$ cat config.mk
export PLATFORM = sky130hd
export DESIGN_NAME = alu_nibble_sequencer
export DESIGN_NICKNAME = d
export VERILOG_FILES = /design/src/rtl/alu_pkg.sv /design/src/rtl/alu_nibble_slice.sv /design/src/rtl/alu_nibble_sequencer.sv
export SDC_FILE = /design/constraint.sdc
export NUM_CORES = 1
export LEC_CHECK = 0
export BUFFER_PORTS_ARGS = -buffer_cell sky130_fd_sc_hd__clkbuf_2
export CAP_MARGIN = 20
export CORE_UTILIZATION = 30
export DETAILED_ROUTE_END_ITERATION = 7
export PLACE_DENSITY = 0.59
export SYNTH_ARGS = -nofsm -noshare
export SYNTH_HDL_FRONTEND = slang
export SYNTH_SLANG_ARGS = --single-unit
$ cat constraint.sdc
create_clock -name clk -period 4.38 [get_ports clk]
set_clock_uncertainty 0.15 [all_clocks]
set_input_delay 0.219 -clock clk [delete_from_list [all_inputs] [get_ports clk]]
set_output_delay 0.219 -clock clk [all_outputs]
set_load 0.01 [all_outputs]
$ cat src/rtl/alu_pkg.sv
`default_nettype none
// ============================================================================
//  Module      : alu_pkg
//  Description : Shared opcode, state and nibble-width definitions for the
//                4-bit ALU family and the multi-cycle nibble sequencer.
//  Revision    : 1.0 - initial release
// ============================================================================
package alu_pkg;

    // Width of one ALU slice
    localparam int NIB_W = 4;

    // Opcode set shared with the existing 4-bit ALU
    localparam logic [1:0] OP_NOTB = 2'd0;
    localparam logic [1:0] OP_AND  = 2'd1;
    localparam logic [1:0] OP_OR   = 2'd2;
    localparam logic [1:0] OP_ADD  = 2'd3;

    // Sequencer state encoding
    typedef enum logic [1:0] {
        ST_IDLE = 2'd0,
        ST_RUN  = 2'd1,
        ST_DONE = 2'd2
    } state_t;

endpackage
`default_nettype wire

$ cat src/rtl/alu_nibble_slice.sv
`default_nettype none
// ============================================================================
//  Module      : alu_nibble_slice
//  Description : Combinational 4-bit ALU slice with carry in/out. Carry is
//                only meaningful for ADD; other ops report cout = 0.
//  Revision    : 1.0 - initial release
// ============================================================================
module alu_nibble_slice
    import alu_pkg::*;
(
    input  logic [1:0]       op,
    input  logic [NIB_W-1:0] a,
    input  logic [NIB_W-1:0] b,
    input  logic             cin,
    output logic [NIB_W-1:0] y,
    output logic             cout
);

    // Arithmetic is carried out one bit wider than the nibble so the carry
    // falls out naturally in the top bit.
    logic [NIB_W:0] w_sum;

    assign w_sum = {1'b0, a} + {1'b0, b} + {{NIB_W{1'b0}}, cin};

    // Select the nibble result and carry for the requested operation
    always_comb begin
        y    = '0;
        cout = 1'b0;
        case (op)
            OP_NOTB: y = ~b;
            OP_AND:  y = a & b;
            OP_OR:   y = a | b;
            OP_ADD: begin
                y    = w_sum[NIB_W-1:0];
                cout = w_sum[NIB_W];
            end
            default: y = '0;
        endcase
    end

endmodule
`default_nettype wire

$ cat src/rtl/alu_nibble_sequencer.sv
`default_nettype none
// ============================================================================
//  Module      : alu_nibble_sequencer
//  Description : Wide-operand ALU front end. Accepts one WIDTH-bit request
//                per handshake, evaluates it one nibble per clock (LSB first)
//                through a single alu_nibble_slice with carry chaining, and
//                presents the result and final carry on a valid/ready port.
//  Revision    : 1.0 - initial release
// ============================================================================
module alu_nibble_sequencer
    import alu_pkg::*;
#(
    parameter int WIDTH = 16,
    parameter int NNIB  = WIDTH / 4
) (
    input  logic             clk,
    input  logic             rst_n,
    input  logic             in_valid,
    output logic             in_ready,
    input  logic [1:0]       in_op,
    input  logic [WIDTH-1:0] in_a,
    input  logic [WIDTH-1:0] in_b,
    output logic             out_valid,
    input  logic             out_ready,
    output logic [WIDTH-1:0] out_result,
    output logic             out_carry,
    output logic             busy
);

    localparam int              CNT_W    = (NNIB > 1) ? $clog2(NNIB) : 1;
    localparam logic [CNT_W-1:0] LAST_NIB = CNT_W'(NNIB - 1);

    state_t           r_state;
    logic [CNT_W-1:0] r_cnt;
    logic             r_carry;
    logic [1:0]       r_op;
    // Operands shift right one nibble per RUN cycle, so the slice always
    // consumes the low nibble.
    logic [WIDTH-1:0] r_a;
    logic [WIDTH-1:0] r_b;
    logic [WIDTH-1:0] r_result;
    logic             r_in_ready;
    logic             r_out_valid;
    logic             r_busy;

    logic [NIB_W-1:0] w_y;
    logic             w_cout;

    alu_nibble_slice u_slice (
        .op   (r_op),
        .a    (r_a[NIB_W-1:0]),
        .b    (r_b[NIB_W-1:0]),
        .cin  (r_carry),
        .y    (w_y),
        .cout (w_cout)
    );

    // Handshake FSM, nibble counter, operand/result registers and carry chain
    always_ff @(posedge clk or negedge rst_n) begin
        if (!rst_n) begin
            r_state     <= ST_IDLE;
            r_cnt       <= '0;
            r_carry     <= 1'b0;
            r_op        <= OP_NOTB;
            r_a         <= '0;
            r_b         <= '0;
            r_result    <= '0;
            r_in_ready  <= 1'b1;
            r_out_valid <= 1'b0;
            r_busy      <= 1'b0;
        end else begin
            case (r_state)
                ST_IDLE: begin
                    if (in_valid) begin
                        r_op       <= in_op;
                        r_a        <= in_a;
                        r_b        <= in_b;
                        r_carry    <= 1'b0;
                        r_cnt      <= '0;
                        r_in_ready <= 1'b0;
                        r_busy     <= 1'b1;
                        r_state    <= ST_RUN;
                    end
                end

                ST_RUN: begin
                    for (int i = 0; i < NNIB; i++) begin
                        if (r_cnt == CNT_W'(i)) begin
                            r_result[i*NIB_W +: NIB_W] <= w_y;
                        end
                    end
                    // The slice already reports cout = 0 for non-ADD ops
                    r_carry <= w_cout;
                    r_a     <= r_a >> NIB_W;
                    r_b     <= r_b >> NIB_W;
                    r_cnt   <= r_cnt + 1'b1;
                    if (r_cnt == LAST_NIB) begin
                        r_out_valid <= 1'b1;
                        r_state     <= ST_DONE;
                    end
                end

                ST_DONE: begin
                    if (out_ready) begin
                        r_out_valid <= 1'b0;
                        r_in_ready  <= 1'b1;
                        r_busy      <= 1'b0;
                        r_state     <= ST_IDLE;
                    end
                end

                default: begin
                    r_state     <= ST_IDLE;
                    r_in_ready  <= 1'b1;
                    r_out_valid <= 1'b0;
                    r_busy      <= 1'b0;
                end
            endcase
        end
    end

    assign in_ready   = r_in_ready;
    assign out_valid  = r_out_valid;
    assign out_result = r_result;
    assign out_carry  = r_carry;
    assign busy       = r_busy;

endmodule
`default_nettype wire
==> out/results.ini <==
[route]
vias = 2143
drc = 0
wl_mm = 6.05
drt_iter0_markers = 77
wire_per_inst_um = 12.8
first_pass_iters = 4
ant_nets = 0
vias_per_cell = 4.52

[synth]
synth_top_family_by_area = simple AND/OR/NAND/NOR gates
ys_top_cells_by_count = nand2_1 (66), dfrtp_1 (57), o21ai_0 (30)
syn_area_um2 = 2840
ys_ff_latch = 58
synth_cells = 290
synth-main-ff-cell = dfrtp_1
yosys.area.top_type = dfrtp_1
seq_area_frac_synth_pct = 51.2
synth_area_leaders = dfrtp_1 (50%), nand2_1 (8.7%), mux2i_1 (5.6%), ha_1 (5.3%), o21ai_0 (5.3%)
synth_fa_ha_area_share_pct = 6.71
synth_edf_count = 0
synth_mux_area_share_pct = 8.83
synth_top_area_share_pct = 50.3
avgSynthCellArea_um2 = 9.78
synth_fp_nets = 342
synth.distinct_cells = 36
synth.most_common_cell = nand2_1
synth_compound_area_share_pct = 13.5
synth_warnings = 0
synth-simple-area-share_pct = 13.9
synth_xor_area_share_pct = 0.309
async_reset_ff_share_pct = 100

[clock_tree]
cts.htree.levels = 3
cts_buffers = 9
cts_num_sinks = 58
insertion_delay_ns = 0.34
root_buffer = clkbuf_8
cts.repair.resized = 0
clockBufferDepth = 2
holdBufCountCts = 13
tritoncts = done
cts.clk_slew.worst_paths_ns = 0.06
post_cts_buffers = 0

[die]
rows = 35
core_um2 = 9200
fp.dieH_um = 99.2
start_util_pct = 30.8
fp.dieW_um = 99.2
io_pins = 58
dieArea_um2 = 9840

[run]
max-cap-violations = 0

[placed_design]
place.gp.congestion = 0.815
dp_cells = 445
port_buffers = 57
placed_area_um2 = 3190
hpwl_mm = 4.14

[sta]
rsz0062_at_grt = no
relSlewSlack_pct = 49.7
setup_viol = 0
fin_crit_sh_pct = 53.2
drv_slew = 0
tns_ns = 0
hold_viol = 0
fin_crit_ns = 2.33
fmax_mhz = 430
tightest_slew_ns = 0.754

[cells_and_area]
final_nets = 410
final_layout_size_suffix_gt1_share_pct = 22.6
post-route-cell-area_um2 = 3500
fin_util_pct = 38.0
finalNonFillerCells = 474
syn2layout_area_growth_pct = 23.4
diodes = 0

[pwr]
p_total_mw = 2.35
power_leakage_nw = 1.65
p_per_area_nw_per_um2 = 672
irDropWorstVdd_mv = 0.212

[hold_path]
hp-class = primary input to register
hold_path_depth = 3

[global_route]
antenna_found_initial = 0
grt_pass1_vias = 2143
grt_pass1_wl_mm = 10.3
grt_max_degree = 60
grtUsageTotal_pct = 13.6
grt_overflow = 0

[critical_path]
path_common_cell = fa_1
endpoint_kind = register
ff2ff_path_depth = 5
cp_slowest_cell = mux4_2
path_max_fanout = 4
cp_data_arrival_time_ns = 2.43
worstSetupStartpointType = register
slowest_delay_ns = 0.51
crit_chain = fa_1, fa_1, inv_1, mux4_2, o21ai_0
ff2ff_setup_slack_ns = 2.05
crit_required_ns = 4.48
crit_type = register to register

[outcome]
status = finished, final reports clean

==> cell usage in the layout (no fill, tap or decap), types with 2 or more instances in the layout <==
| cell | instances |
|---|---|
| o21ai_1 | 21 |
| clkbuf_8 | 9 |
| ha_1 | 12 |
| a21oi_1 | 11 |
| dfrtp_1 | 57 |
| mux2_2 | 2 |
| o21ai_0 | 30 |
| nand2b_1 | 2 |
| nand2_1 | 66 |
| dlygate4sd3_1 | 13 |
| inv_1 | 17 |
| buf_4 | 2 |
| o31ai_1 | 2 |
| fa_1 | 2 |
| mux2i_1 | 16 |
| nand3b_1 | 2 |
| clkinv_2 | 2 |
| mux4_2 | 3 |
| clkbuf_2 | 57 |
| clkbuf_1 | 4 |
| nand3_1 | 4 |
| nor2_1 | 12 |
==> flip-flops by register name, summed over array words and instances, names as in the netlist <==
register,cells
r_b,16
out_valid,1
out_carry,1
r_cnt,2
busy,1
out_result,16
in_ready,1
r_op,2
r_state,2
r_a,16
==> final cells by class <==
| type | instances | area (um2) |
|---|---|---|
| fillers | 955 | 5700 |
| flip-flops and latches | 58 | 1450 |
| multi-input cells | 200 | 1230 |
| repair buffers | 72 | 430 |
| clock buffers | 13 | 139 |
| well taps | 111 | 139 |
| inverters | 17 | 63.8 |
| clock inverters | 3 | 40.0 |
==> stage by stage <==
stage	hold WS, ns	worst slack [ns]
after global routing	0.00554	1.94
after detailed placement	0.271	2.05
after global placement	0.267	2.11
final	0.0138	2.05
after CTS	0.000582	2.04
after floorplan	-0.227	2.13
==> cell families after synthesis <==
kind of cell	after synthesis
AND/OR/NAND/NOR	93
AO/OA/AOI/OAI	71
flip-flops	58
buffers and inverters	32
multiplexers	21
adder cells (fa/ha/maj)	14
XOR/XNOR	1
==> path summary, 6_finish.rpt <==
path,end,start
min,r_b[7],in_b[7]
min in group asynchronous,busy,rst_n
max in group asynchronous,out_result[3],rst_n
max,out_result[9],out_carry
min reg2reg,out_result[15],out_result[15]
max reg2reg,out_result[9],out_carry
==> worst max-delay path, delay by kind of cell (launching register included) <==
| family | cells | cell delay, ns |
|---|---|---|
| buf+inv | 1 | 0.04 |
| mux | 1 | 0.51 |
| flops | 1 | 0.42 |
| fa+ha+maj | 2 | 0.95 |
| compound gates | 1 | 0.18 |
==> layer usage <==
| metal | GRT usage, % | up-vias | wire length, um |
|---|---|---|---|
| li1 | - | 1109 | - |
| met3 | 4.78 | 8 | 272 |
| met2 | 22.2 | 52 | 2790 |
| met1 | 16.9 | 974 | 2900 |
| met4 | 4.41 | 0 | 85 |
| met5 | 0 | - | 0 |
==> power by group <==
group	leakage, nW	switching [mW]	internal (mW)	total (mW)
sequential	0.740	0.168	0.759	0.927
combinational	0.820	0.562	0.394	0.957
clock	0.0914	0.205	0.262	0.467
total	1.65	0.935	1.42	2.35
Power figures use the tool's default switching activity.
